$ cat src/rtl/display_pkg.sv
// display_pkg
// Shared types and helpers for the seven-segment scan path.
//   modo_t    : latched display mode (word, error code, blinking error code)
//   NUM_SEG   : segments per digit
//   SEG_BLANK : active-high "all segments off" pattern
//   MAX_DIG   : widest digit bus sel_slice() accepts
//   sel_slice : extract the 7-bit pattern of one digit from a packed bus
package display_pkg;

  typedef enum logic [1:0] {
    MODO_PALABRA = 2'd0,
    MODO_ERROR   = 2'd1,
    MODO_BLINK   = 2'd2
  } modo_t;

  localparam int NUM_SEG = 7;
  localparam logic [NUM_SEG-1:0] SEG_BLANK = 7'b0;
  localparam int MAX_DIG = 16;

  // Constant-index loop instead of a variable part-select so the select
  // never needs an index wider than the bus.
  function automatic logic [NUM_SEG-1:0] sel_slice(
    input logic [NUM_SEG*MAX_DIG-1:0] bus,
    input int unsigned                idx
  );
    logic [NUM_SEG-1:0] res;
    res = SEG_BLANK;
    for (int unsigned i = 0; i < MAX_DIG; i++) begin
      if (i == idx) res = bus[i*NUM_SEG +: NUM_SEG];
    end
    return res;
  endfunction

endpackage

$ cat src/rtl/module_refresh_tick.sv
// module_refresh_tick
// Free-running divider producing a one-cycle tick every DIV clocks.
//   clk    : system clock
//   rst_n  : asynchronous active-low reset (counter returns to 0)
//   tick_o : high for the single cycle in which the counter holds DIV-1
module module_refresh_tick #(
  parameter int DIV = 27000
) (
  input  logic clk,
  input  logic rst_n,
  output logic tick_o
);

  localparam int W = (DIV > 1) ? $clog2(DIV) : 1;
  localparam logic [W-1:0] LAST = W'(DIV - 1);

  logic [W-1:0] cnt_q, cnt_d;

  always_comb begin
    cnt_d = (cnt_q == LAST) ? '0 : cnt_q + 1'b1;
  end

  assign tick_o = (cnt_q == LAST);

  always_ff @(posedge clk or negedge rst_n) begin
    if (!rst_n) cnt_q <= '0;
    else        cnt_q <= cnt_d;
  end

endmodule

$ cat src/rtl/module_display_scan.sv
// module_display_scan
// Time-multiplexed seven-segment scanner. Each digit slot lasts REFRESH_DIV
// clocks; the display mode is chosen once per frame from the decoder flags
// and the (synchronised) user switch, and the error code blinks on a double
// error with a half-period of BLINK_FRAMES frames.
//   clk, rst_n      : clock, asynchronous active-low reset
//   seg_palabra     : corrected-word patterns, digit i at [7i+6:7i], active-high
//   seg_error       : error/syndrome patterns, same packing
//   swi             : asynchronous switch, 0 = word, 1 = error code
//   error_simple    : decoder corrected a single error
//   error_doble     : decoder saw an uncorrectable double error
//   no_error        : decoder saw a clean word
//   seg_out, an_out : registered segment / one-hot anode drive (ACTIVE_LOW polarity)
//   modo_out        : latched mode, for debug LEDs
module module_display_scan
  import display_pkg::*;
#(
  parameter int NUM_DIG      = 4,
  parameter int REFRESH_DIV  = 27000,
  parameter int BLINK_FRAMES = 64,
  parameter int ACTIVE_LOW   = 1
) (
  input  logic                       clk,
  input  logic                       rst_n,
  input  logic [NUM_SEG*NUM_DIG-1:0] seg_palabra,
  input  logic [NUM_SEG*NUM_DIG-1:0] seg_error,
  input  logic                       swi,
  input  logic                       error_simple,
  input  logic                       error_doble,
  input  logic                       no_error,
  output logic [NUM_SEG-1:0]         seg_out,
  output logic [NUM_DIG-1:0]         an_out,
  output logic [1:0]                 modo_out
);

  localparam int IW = $clog2(NUM_DIG);
  localparam logic [IW-1:0] IDX_LAST = IW'(NUM_DIG - 1);
  localparam int BW = (BLINK_FRAMES > 1) ? $clog2(BLINK_FRAMES) : 1;
  localparam logic [BW-1:0] BLINK_LAST = BW'(BLINK_FRAMES - 1);
  localparam logic [NUM_SEG-1:0] SEG_OFF = (ACTIVE_LOW != 0) ? ~SEG_BLANK : SEG_BLANK;
  localparam logic [NUM_DIG-1:0] AN_OFF = (ACTIVE_LOW != 0) ? '1 : '0;

  logic                       swi_meta_q, swi_sync_q;
  logic                       tick;
  logic [IW-1:0]              idx_q, idx_d;
  modo_t                      modo_q, modo_d, next_modo;
  logic [BW-1:0]              blink_cnt_q, blink_cnt_d;
  logic                       phase_q, phase_d;
  logic [NUM_SEG-1:0]         seg_q, seg_d, seg_act;
  logic [NUM_DIG-1:0]         an_q, an_d, an_act, an_onehot;
  logic [1:0]                 modo_out_q, modo_out_d;
  logic [NUM_SEG*MAX_DIG-1:0] pal_ext, err_ext;

  module_refresh_tick #(.DIV(REFRESH_DIV)) u_tick (
    .clk    (clk),
    .rst_n  (rst_n),
    .tick_o (tick)
  );

  always_comb begin
    pal_ext = '0;
    err_ext = '0;
    pal_ext[NUM_SEG*NUM_DIG-1:0] = seg_palabra;
    err_ext[NUM_SEG*NUM_DIG-1:0] = seg_error;
  end

  // Double error outranks everything; any decoder verdict outranks the switch.
  always_comb begin
    if (error_doble)                   next_modo = MODO_BLINK;
    else if (error_simple || no_error) next_modo = MODO_PALABRA;
    else if (swi_sync_q)               next_modo = MODO_ERROR;
    else                               next_modo = MODO_PALABRA;
  end

  always_comb begin
    idx_d       = idx_q;
    modo_d      = modo_q;
    blink_cnt_d = blink_cnt_q;
    phase_d     = phase_q;
    seg_d       = seg_q;
    an_d        = an_q;
    modo_out_d  = modo_out_q;
    seg_act     = SEG_BLANK;
    an_act      = '0;
    an_onehot   = '0;
    if (tick) begin
      idx_d = (idx_q == IDX_LAST) ? '0 : idx_q + 1'b1;
      // Mode and blink state only move when the scan wraps, so a frame is
      // always drawn in a single mode.
      if (idx_q == IDX_LAST) begin
        modo_d = next_modo;
        if (next_modo == MODO_BLINK) begin
          if (modo_q != MODO_BLINK) begin
            blink_cnt_d = '0;
            phase_d     = 1'b1;
          end else if (blink_cnt_q == BLINK_LAST) begin
            blink_cnt_d = '0;
            phase_d     = ~phase_q;
          end else begin
            blink_cnt_d = blink_cnt_q + 1'b1;
          end
        end
      end
      // Output registers load the pattern for the slot that starts now.
      an_onehot = NUM_DIG'(1) << idx_d;
      case (modo_d)
        MODO_ERROR: begin
          seg_act = sel_slice(err_ext, 32'(idx_d));
          an_act  = an_onehot;
        end
        MODO_BLINK: begin
          if (phase_d) begin
            seg_act = sel_slice(err_ext, 32'(idx_d));
            an_act  = an_onehot;
          end
        end
        default: begin  // PALABRA, and the unused encoding
          seg_act = sel_slice(pal_ext, 32'(idx_d));
          an_act  = an_onehot;
        end
      endcase
      seg_d      = (ACTIVE_LOW != 0) ? ~seg_act : seg_act;
      an_d       = (ACTIVE_LOW != 0) ? ~an_act : an_act;
      modo_out_d = modo_d;
    end
  end

  always_ff @(posedge clk or negedge rst_n) begin
    if (!rst_n) begin
      swi_meta_q  <= 1'b0;
      swi_sync_q  <= 1'b0;
      idx_q       <= '0;
      modo_q      <= MODO_PALABRA;
      blink_cnt_q <= '0;
      phase_q     <= 1'b1;
      seg_q       <= SEG_OFF;
      an_q        <= AN_OFF;
      modo_out_q  <= 2'd0;
    end else begin
      swi_meta_q  <= swi;
      swi_sync_q  <= swi_meta_q;
      idx_q       <= idx_d;
      modo_q      <= modo_d;
      blink_cnt_q <= blink_cnt_d;
      phase_q     <= phase_d;
      seg_q       <= seg_d;
      an_q        <= an_d;
      modo_out_q  <= modo_out_d;
    end
  end

  assign seg_out  = seg_q;
  assign an_out   = an_q;
  assign modo_out = modo_out_q;

endmodule

$ cat config.mk
export PLATFORM = sky130hd
export DESIGN_NAME = module_display_scan
export DESIGN_NICKNAME = d
export VERILOG_FILES = /design/src/rtl/display_pkg.sv /design/src/rtl/module_refresh_tick.sv /design/src/rtl/module_display_scan.sv
export SDC_FILE = /design/constraint.sdc
export NUM_CORES = 1
export LEC_CHECK = 0
export CAP_MARGIN = 20
export CORE_ASPECT_RATIO = 0.5
export CORE_MARGIN = 2
export CORE_UTILIZATION = 55
export CTS_BUF_LIST = sky130_fd_sc_hd__clkbuf_2 sky130_fd_sc_hd__clkbuf_4 sky130_fd_sc_hd__clkbuf_8
export DETAILED_ROUTE_END_ITERATION = 8
export DONT_BUFFER_PORTS = 1
export PLACE_DENSITY = 0.73
export SLEW_MARGIN = 20
export SYNTH_ARGS = -nofsm -noshare
export SYNTH_HDL_FRONTEND = slang
export SYNTH_SLANG_ARGS = --single-unit
$ cat constraint.sdc
create_clock -name clk -period 3.1 [get_ports clk]
set_input_delay 0.62 -clock clk [delete_from_list [all_inputs] [get_ports clk]]
set_output_delay 0.62 -clock clk [all_outputs]
set_load 0.02 [all_outputs]
==> metrics.md, run 1 <==
| Metric | Value |
|---|---|
| Vias/cell | 6.672 |
| Largest net degree at the start of global routing | 40 |
| Post-synthesis cell type count | 43 |
| Multiplexer area fraction after synthesis | 0.004090 |
| P&R area growth vs syn | 4.346% |
| Cell Count, Final, Fillers Out | 320 |
| Metal-1 WL | 2756 um |
| HP Class | in2async |
| Post-CTS Hold Fix Bufs | 0 |
| CP required | ~3.3 ns |
| Met3 routed wirelength | 593 um |
| Final nets | 333 |
| Max Cap Viol | 0 |
| Final hold vios | 0 |
| Post-synth top area cell | dfrtp_1 |
| XOR/XNOR Fraction of Synth Area | 0.04294 |
| Residual DRC | 0 |
| PortBufs | 0 |
| Total global-route track usage | 0.2483 |
| Largest family of logic cells by synthesized area | compound AO/OA/AOI/OAI gates |
| Yosys reg bits | 39 |
| Die H | 51.17 um |
| GRT overflow | 0 |
| Initial DRT Pass Iterations | 4 |
| Avg WL per Cell | 19.30 um |
| Final period demand of the worst path | 2.496 ns |
| Placed cells | 312 |
| Synth Area in Simple Gates | 0.2045 |
| Skew final | 0.009457 ns |
| First-pass GRT wire length | 9722 um |
| Vias in the first global route | 1944 |
| Clock sink total | 39 |
| Worst-path clk slew | 0.08 ns |
| H-tree levels | 2 |
| Antenna Nets Post-Route | 0 |
| DIE AREA | 5032 sq um |
| Most frequent cells in the layout | nor2_1, dfrtp_1, inv_1 |
| Vias | around 2100 |
| Top post-synthesis cells by area | dfrtp_1, dfstp_2, a221oi_1 |
| Total length of routed met2 wires | 2791 um |
| Synth Net Count | 340 |
| WP data arrival | 2.71 ns |
| Worst slew margin | 0.3286 |
| Post CTS Setup Buffer Count | 0 |
| Row cnt | 17 |
| Seq/Total Area, Yosys | 0.4049 |
| Yosys Warn Count | 0 |
| Leakage power total | 0.9498 nW |
| Boundary Pins | 75 |
| Final HPWL DP | about 4500 um |
| PwrDens | between 300 and 400 nW/um^2 |
| CTS tree | yes |
| Setup crit end kind | register |
| Cell Area, Synth | 2447 sq um |
| Fillers | roughly 390 |
| Tot Pwr | 0.0008776 W |
| Yosys top cell area share | 0.2761 |
| Final Max Tran Viols | 0 |
| RSZ-0062 raised after global routing | false |
| Initial antenna violation count | 0 |
| Fraction of layout cells with a size suffix above 1 | 0.1027 |
| Fmax | 400.7 MHz |
| Crit-path max FO | 16 |
| Max layer used | met4 |
| Setup-failing EPs final | 0 |
| Final TNS setup | 0 ns |
| Core area | 4339 sq um |
| CP Launch Type | register |
| Clk root buf | clkbuf_8 |
| Chip width | roughly 98 um |
| TritonCTS Buffers | 5 |
| Tcrit/Tclk final | 0.8051 |
| Post-cts resize count | 0 |
| Initial core utilization | 0.5640 |
| Syn Area/Cell | 9.098 sq um |
| Final GP Congestion | just under 0.9 |
| Actual slew at the worst max-slew pin | 1.005 ns |
| CP Class | reg2reg |
| Clock Latency Late Sink | 0.29 ns |
| Outcome | completed |
| Number of inserted diodes | 0 |
| Iter 0 DRT Violations | around 120 |
| Cells after Synth | between 200 and 300 |
| Worst vdd ir | 0.0001563 V |
| CTS Buffer Depth | 2 |
| Routed wire length | a little over 6000 um |
| Adder-Cell Fraction of Synth Area | 0.04601 |
| Complex-gate fraction of the synthesized area | 0.2347 |
## Yosys cell counts
cell	count
dfrtp_1	27
nor2_1	27
inv_1	19
nand2_1	18
a221oi_1	15
o31ai_1	14
o21ai_0	13
a31oi_1	12
dfstp_2	12
nand3_1	12
clkbuf_1	11
ha_1	9
nor4_1	8
o41ai_1	8
xnor2_1	8
o221ai_1	6
nand4_1	5
nor3_1	5
xor2_1	4
buf_2	3
nand4b_1	3
a21oi_1	2
and2_1	2
and3_1	2
and4_1	2
buf_6	2
nand2b_1	2
nand3b_1	2
or3_1	2
a2111oi_1	1
a211oi_1	1
a22oi_1	1
buf_1	1
mux2i_1	1
nand4bb_1	1
nor2b_1	1
o22a_1	1
o311a_1	1
o31ai_4	1
or2_2	1
or4_4	1
or4b_1	1
or4bb_1	1
## sequential cells by signal, summed over array words and instances (netlist names)
name / cells
seg_out: 7
an_out: 4
phase_q: 1
modo_q: 2
idx_q: 2
swi_meta_q: 1
u_tick.cnt_q: 15
blink_cnt_q: 6
swi_sync_q: 1
## through the flow
| stage | worst slack [ns] | cell area (sq um) | hold slack [ns] | utilization |
|---|---|---|---|---|
| floorplan | 0.5988 | 2447 | 0.3244 | - |
| global placement | 0.7848 | 2465 | 0.3263 | 0.5681 |
| detailed placement | 0.6876 | 2465 | 0.3262 | 0.5681 |
| CTS | 0.6809 | 2554 | 0.008924 | 0.5885 |
| global route | 0.3760 | 2554 | 0.002789 | 0.5885 |
| finish | 0.6042 | 2554 | 0.01581 | 0.5885 |
## logic make-up after synthesis
logic type,after synthesis
XOR/XNOR,12
adder cells (fa/ha/maj),9
buffers and inverters,36
AND/OR/NAND/NOR,96
flip-flops,39
AO/OA/AOI/OAI,76
multiplexers,1
## critical path, cell delays in order, from the launching register on
cell and delay [ns]:
dfrtp_1 0.40, inv_1 0.10, ha_1 0.41, nor2b_1 0.86, a221oi_1 0.20, o31ai_1 0.32
a31oi_1 0.13
## worst paths after layout
kind                                  from              end  slack (ns)  cells past startpoint
worst max-delay path              idx_q[0]       seg_out[6]        0.60                      6
worst min-delay path                 rst_n  u_tick.cnt_q[9]        0.02                      0
worst max register to register    idx_q[0]       seg_out[6]        0.60                      6
worst min register to register  swi_meta_q       swi_sync_q        0.36                      0
max in group asynchronous            rst_n        an_out[0]        2.90                      0
min in group clk                       swi       swi_meta_q        0.36                      0
## layout make-up
cell class	count	area, sq um	share of cell area
flip-flops and latches	39	991.0	0.3880
repair buffers	3	22.52	0.008819
clock buffers	7	83.83	0.03283
well taps	57	71.32	0.02793
multi-input cells	194	1309	0.5125
clock inverters	1	5.005	0.001960
inverters	19	71.32	0.02793
## report_power, final
part | internal (W) | total [W] | switching (W)
Clock | 0.000176 | 0.000353 | 0.000178
Combinational | 0.00000864 | 0.0000132 | 0.00000453
Sequential | 0.000511 | 0.000511 | 0.000000328
Total | 0.000695 | 0.000878 | 0.000183
## routing by layer
metal  GRT usage  vias to the layer above
met3     0.07661                        6
met5           0                        -
met2      0.3810                      109
met4     0.05708                        0
met1      0.3495                     1017
li1            -                     1003
No activity file was read; power rests on OpenSTA's default activity.
==> inputs of run 2 (changes only) <==
- clock period: 3.1 -> 2.6 ns (I/O delays scaled with it)
==> run 2 against run 1 <==
Compared with the run above:
- worst hold slack gained 0.017 ns
- via count is 2.0% higher
- wire length down 2.3%
- critical path type unchanged
- highest routed layer unchanged
==> metrics.md, run 2 (same netlist as run 1, synthesis figures left out) <==
| Metric | Value |
|---|---|
| RSZ-0062 raised after global routing | false |
| Final period demand of the worst path | 2.362 ns (-0.1343 ns) |
| Actual slew at the worst max-slew pin | 0.5736 ns (-0.4314 ns) |
| Worst setup startpoint | idx_q[0] |
| Most frequent cells in the layout | nor2_1, dfrtp_1, inv_1 |
| Final GP Congestion | 0.8481 (-4.9%) |
| Avg WL per Cell | 18.44 um (-4.4%) |
| Vias in the first global route | 1995 (+2.6%) |
| CP Class | reg2reg |
| Max Cap Viol | 0 (unchanged) |
| Cell Count, Final, Fillers Out | 327 (+2.2%) |
| Int Pwr | 0.001017 W (+46%) |
| Worst vdd ir | 0.0002807 V (+80%) |
| CTS tree | yes |
| Final HPWL DP | 4331 um (-3.7%) |
| Fraction of layout cells with a size suffix above 1 | 0.1333 (+0.03067) |
| Clock Latency Late Sink | 0.29 ns (about the same) |
| Crit-path most repeated cell | inv_1 |
| CP Launch Type | register |
| Post CTS Setup Buffer Count | 0 (unchanged) |
| Leakage power total | 1.006 nW (+5.9%) |
| Worst R2R Start | idx_q[0] |
| Outcome | completed |
| Vias/cell | 6.661 (-0.17%) |
| Net switching power | 0.0002275 W (+25%) |
| Number of inserted diodes | 0 (unchanged) |
| Antenna Nets Post-Route | 0 (unchanged) |
| Worst-path clk slew | 0.08 ns (about the same) |
| Chip width | 98.34 um (unchanged) |
| Boundary Pins | 75 (unchanged) |
| Clock sink total | 39 (unchanged) |
| Placed cell area | 2522 sq um (+2.3%) |
| Residual DRC | 0 (unchanged) |
| Final hold vios | 0 (unchanged) |
| Skew final | 0.01374 ns (+0.004283 ns) |
| Clk root buf | clkbuf_8 |
| Core area | 4339 sq um (unchanged) |
| Fmax | 423.5 MHz (+5.7%) |
| Final TNS setup | 0 ns (unchanged) |
| TritonCTS Buffers | 5 (unchanged) |
| Largest net degree at the start of global routing | 32 (-20%) |
| PwrDens | 462.9 nW/um^2 (+35%) |
| First-pass GRT wire length | 9618 um (-1.1%) |
| Final Max Tran Viols | 0 (unchanged) |
| Die H | 51.17 um (unchanged) |
| Final non-filler cell area | 2688 sq um (+5.2%) |
| Initial DRT Pass Iterations | 4 (unchanged) |
| H-tree levels | 2 (unchanged) |
| Setup-failing EPs final | 0 (unchanged) |
| Crit-path max FO | 7 (-9) |
| PortBufs | 0 (unchanged) |
| Largest Register | u_tick.cnt_q |
| Comb pwr share | 0.023 (+0.008) |
| Initial antenna violation count | 0 (unchanged) |
| Sequential Power Share | 0.490 (-0.092) |
| DIE AREA | 5032 sq um (unchanged) |
| Sw Ratio | 0.1828 (-0.02533) |
| Number of flip-flops in the largest register | 15 (unchanged) |
| Part of the power in the clock network | 0.487 (+0.084) |
| Initial core utilization | 0.5640 (unchanged) |
| Hold WS | 0.03243 ns (+0.01662 ns) |
| P&R area growth vs syn | 9.816% |
| CTS Buffer Depth | 2 (unchanged) |
| Vias | 2178 (+2.0%) |
| Worst slew margin | 0.6136 (+0.2850) |
| Iter 0 DRT Violations | 144 (+22%) |
| HP Class | in2async |
| Routed wire length | 6031 um (-2.3%) |
| CP peak stage delay | 0.41 ns (-0.45 ns) |
| Placed cells | 318 (+1.9%) |
| Final nets | 340 (+2.1%) |
| Tcrit/Tclk final | 0.9083 (+0.1032) |
| Critical path cell sequence | ha_2 -> inv_1 -> nor4_2 -> a22oi_1 -> inv_1 -> ha_1 -> nand3b_1 -> nor4_1 -> a2111oi_1 -> buf_4 -> a31oi_1 |
| Row cnt | 17 (unchanged) |
| WP data arrival | 2.57 ns (-0.14 ns) |
| CP max-delay cell | dfrtp_1 |
| GRT overflow | 0 (unchanged) |
| Total global-route track usage | 0.2463 (-0.002047) |
| CP required | 2.81 ns (-0.50 ns) |
| Setup crit end kind | register |
==> run 2: worst max-delay path, delay by kind of cell (launching register included) <==
family / cells / cell delay (ns)
AO/OA/AOI/OAI: 3 / 0.57
AND/OR/NAND/NOR: 3 / 0.48
adder cells (fa/ha/maj): 2 / 0.41
buffers and inverters: 3 / 0.41
flip-flops: 1 / 0.41
==> run 2: path summary, 6_finish.rpt <==
kind                       slack, ns  cells after the start          endpoint
setup reg to reg                0.24                     11        seg_out[4]
hold / removal                  0.03                      1  u_tick.cnt_q[12]
max in group asynchronous       2.39                      1  u_tick.cnt_q[13]
setup / recovery                0.24                     11        seg_out[4]
min in group clk                0.26                      0        swi_meta_q
hold reg to reg                 0.36                      0        swi_sync_q
==> run 2: layout make-up <==
type	count	area [sq um]
Clock inverter	2	60.06
Sequential cell	39	991.0
Fill cell	360	1652
Tap cell	57	71.32
Clock buffer	6	76.32
Timing Repair Buffer	10	100.1
Multi-Input combinational cell	194	1318
Inverter	19	71.32
==> run 2: routing by layer <==
layer  vias up  global-route usage  wire, um
met4         0             0.08447        84
li1       1024                   -         -
met3         8             0.07250       481
met5         -                   0         0
met1      1047              0.3200      2636
met2        99              0.4002      2828
==> run 2: metrics by stage <==
stage	total power (W)	setup WS [ns]	util
6_report	0.001244	0.2385	0.6194
5_1_grt	0.001289	0.02413	0.6194
4_1_cts	0.001251	0.1284	0.6174
3_5_place_dp	0.0006376	0.1882	0.5813
3_3_place_gp	0.0006371	0.3606	0.5813
2_1_floorplan	0.0006340	0.09885	-
==> run 2: power groups by stage <==
stage	clock (W)	combinational (W)	sequential, W
3_3_place_gp	0	0.0000168	0.000620
3_5_place_dp	0	0.0000170	0.000621
5_1_grt	0.000648	0.0000314	0.000609
2_1_floorplan	0	0.0000137	0.000620
4_1_cts	0.000613	0.0000288	0.000609
6_report	0.000606	0.0000283	0.000609
==> run 2: what timing repair did <==
| action | CTS | global route |
|---|---|---|
| hold endpoints to repair | 27 | 0 |
| hold buffers | 1 | 0 |
| resized for setup | 0 | 2 |
| endpoints found under the setup margin | 0 | 7 |
==> inputs of run 3 (changes only) <==
- clock period: 2.6 -> 2.43 ns (I/O delays scaled with it)
==> run 3 against run 2 <==
Compared with the run above:
- fmax grew 3.6%
- cell count is 1.5% higher
- first-iteration DRC count decreased by 11%
- sequential power up 7.1%
- count of clock-buffer cells in the layout up 1
- non-clock buffer count up 5
- core utilization increased by 0.26 points
- register-to-register slack got worse by 0.09 ns
- highest routed layer unchanged
==> metrics.md, run 3 (same netlist as run 1, synthesis figures left out) <==
| Metric | Value |
|---|---|
| Outcome | completed |
| Skew final | 0.006868 ns (-0.006872 ns) |
| Clock Latency Late Sink | 0.30 ns (about the same) |
| GRT overflow | 0 (unchanged) |
| Initial DRT Pass Iterations | 4 (unchanged) |
| Worst-path clk slew | 0.07 ns (about the same) |
| Area of the multi-input gates | 1349 sq um (+2.4%) |
| P&R area growth vs syn | 10.28% |
| CP Class | reg2reg |
| Part of the power in the clock network | 0.395 (-0.092) |
| Largest Register | u_tick.cnt_q |
| Initial core utilization | 0.5640 (unchanged) |
| Int Pwr | 0.0008906 W (-12%) |
| Vias in the first global route | 1947 (-2.4%) |
| Leakage power total | 1.024 nW (+1.8%) |
| Iter 0 DRT Violations | 128 (-11%) |
| TritonCTS Buffers | 5 (unchanged) |
| Vias | 2165 (-0.60%) |
| Sequential Power Share | 0.578 (+0.088) |
| WP data arrival | 2.50 ns (-0.07 ns) |
| Clock sink total | 39 (unchanged) |
| Fillers | 362 (+0.56%) |
| Cell Count, Final, Fillers Out | 332 (+1.5%) |
| Final period demand of the worst path | 2.280 ns (-0.08115 ns) |
| Worst slew margin | 0.5802 (-0.03331) |
| Final Max Tran Viols | 0 (unchanged) |
| Final nets | 345 (+1.5%) |
| Fmax | 438.5 MHz (+3.6%) |
| PwrDens | 417.9 nW/um^2 (-9.7%) |
| CP required | 2.65 ns (-0.16 ns) |
| Chip width | 98.34 um (unchanged) |
| CTS Buffer Depth | 2 (unchanged) |
| CP Launch Type | register |
| Largest net degree at the start of global routing | 28 (-13%) |
| Worst vdd ir | 0.0002823 V (+0.56%) |
| DIE AREA | 5032 sq um (unchanged) |
| Number of flip-flops in the largest register | 15 (unchanged) |
| Final HPWL DP | 4388 um (+1.3%) |
| Place WS | -0.1370 ns (-0.3252 ns) |
| Crit-path max FO | 7 (unchanged) |
| Most frequent cells in the layout | nor2_1, dfrtp_1, inv_1 |
| R2R setup slack | 0.15 ns (-0.09 ns) |
| Avg WL per Cell | 17.74 um (-3.8%) |
| First-pass GRT wire length | 9515 um (-1.1%) |
| Routed wire length | 5891 um (-2.3%) |
| Vias/cell | 6.521 (-2.1%) |
| Comb pwr share | 0.027 (+0.004) |
| Placed cells | 321 (+0.94%) |
| H-tree levels | 2 (unchanged) |
| Fraction of layout cells with a size suffix above 1 | 0.1527 (+0.01939) |
| Final GP Congestion | 0.8441 (-0.47%) |
| Residual DRC | 0 (unchanged) |
| Final Worst Setup Slack | 0.1496 ns (-0.08885 ns) |
| Number of inserted diodes | 0 (unchanged) |
| Net switching power | 0.0002373 W (+4.3%) |
| Sw Ratio | 0.2104 (+0.02755) |
| Setup crit end kind | register |
| Actual slew at the worst max-slew pin | 0.6231 ns (+0.04945 ns) |
| Die H | 51.17 um (unchanged) |
| Max Cap Viol | 0 (unchanged) |
| Boundary Pins | 75 (unchanged) |
| Setup-failing EPs final | 0 (unchanged) |
| Core area | 4339 sq um (unchanged) |
| Sequential cell area | 991.0 sq um (unchanged) |
| CTS tree | yes |
| Tcrit/Tclk final | 0.9384 (+0.03015) |
| Antenna Nets Post-Route | 0 (unchanged) |
| Initial antenna violation count | 0 (unchanged) |
| Total global-route track usage | 0.2427 (-0.003566) |
| HP Class | in2async |
| Final hold vios | 0 (unchanged) |
| Clk root buf | clkbuf_8 |
| Row cnt | 17 (unchanged) |
| PortBufs | 0 (unchanged) |
==> run 3: critical path: stages (launching register included) <==
cell       delay [ns]
dfrtp_1          0.42
ha_2             0.24
inv_1            0.07
buf_4            0.15
a22oi_2          0.20
inv_1            0.08
ha_1             0.21
nand3b_1         0.22
nor4_4           0.23
a2111oi_4        0.05
buf_4            0.19
a31oi_1          0.17
==> run 3: timing repair <==
item | in CTS | in global routing
resized for setup | 1 | 4
pin swaps | 0 | 1
endpoints found under the setup margin | 7 | 7
endpoints found under the hold margin | 27 | 0
hold buffers | 2 | 0
buffers inserted | 0 | 1
==> run 3: through the flow <==
stage | setup TNS, ns | hold slack [ns] | utilization | power [W] | cell area (sq um)
CTS | 0 | 0.02283 | 0.6151 | 0.001138 | 2669
global route | -0.02074 | 0.01541 | 0.6220 | 0.001169 | 2699
floorplan | 0 | 0.1904 | - | 0.0006783 | 2452
finish | 0 | 0.03472 | 0.6220 | 0.001128 | 2699
global placement | -0.2135 | 0.1922 | 0.5848 | 0.0006810 | 2537
detailed placement | -0.8965 | 0.1922 | 0.5848 | 0.0006814 | 2537
==> run 3: power by group through the flow <==
stage	Clock [W]	Sequential, W	Combinational [W]
after global placement	0	0.000664	0.0000173
after global routing	0.000483	0.000652	0.0000344
after CTS	0.000454	0.000652	0.0000316
final	0.000445	0.000652	0.0000305
after floorplan	0	0.000664	0.0000147
after detailed placement	0	0.000664	0.0000176
==> run 3: worst paths after layout <==
path                                  from    endpoint  depth (start not counted)
max in group asynchronous            rst_n   modo_q[1]                          2
worst max register to register    idx_q[0]  seg_out[5]                         11
min in group clk                       swi  swi_meta_q                          0
worst min-delay path                 rst_n     phase_q                          0
worst min register to register  swi_meta_q  swi_sync_q                          0
worst max-delay path              idx_q[0]  seg_out[5]                         11
==> run 3: layout make-up <==
| type | instances | share of cell area |
|---|---|---|
| Inverter | 19 | 0.02643 |
| Timing Repair Buffer | 15 | 0.04729 |
| Clock inverter | 1 | 0.001854 |
| Multi-Input combinational cell | 194 | 0.4998 |
| Clock buffer | 7 | 0.03106 |
| Sequential cell | 39 | 0.3672 |
| Tap cell | 57 | 0.02643 |
==> run 3: layer usage <==
layer	track usage	share of wire	routed length, um	vias to the layer above
met2	0.3878	0.47	2743	88
li1	-	-	-	1034
met3	0.06430	0.078	459	13
met5	0	0	0	-
met4	0.09589	0.018	104	0
met1	0.3200	0.44	2584	1030
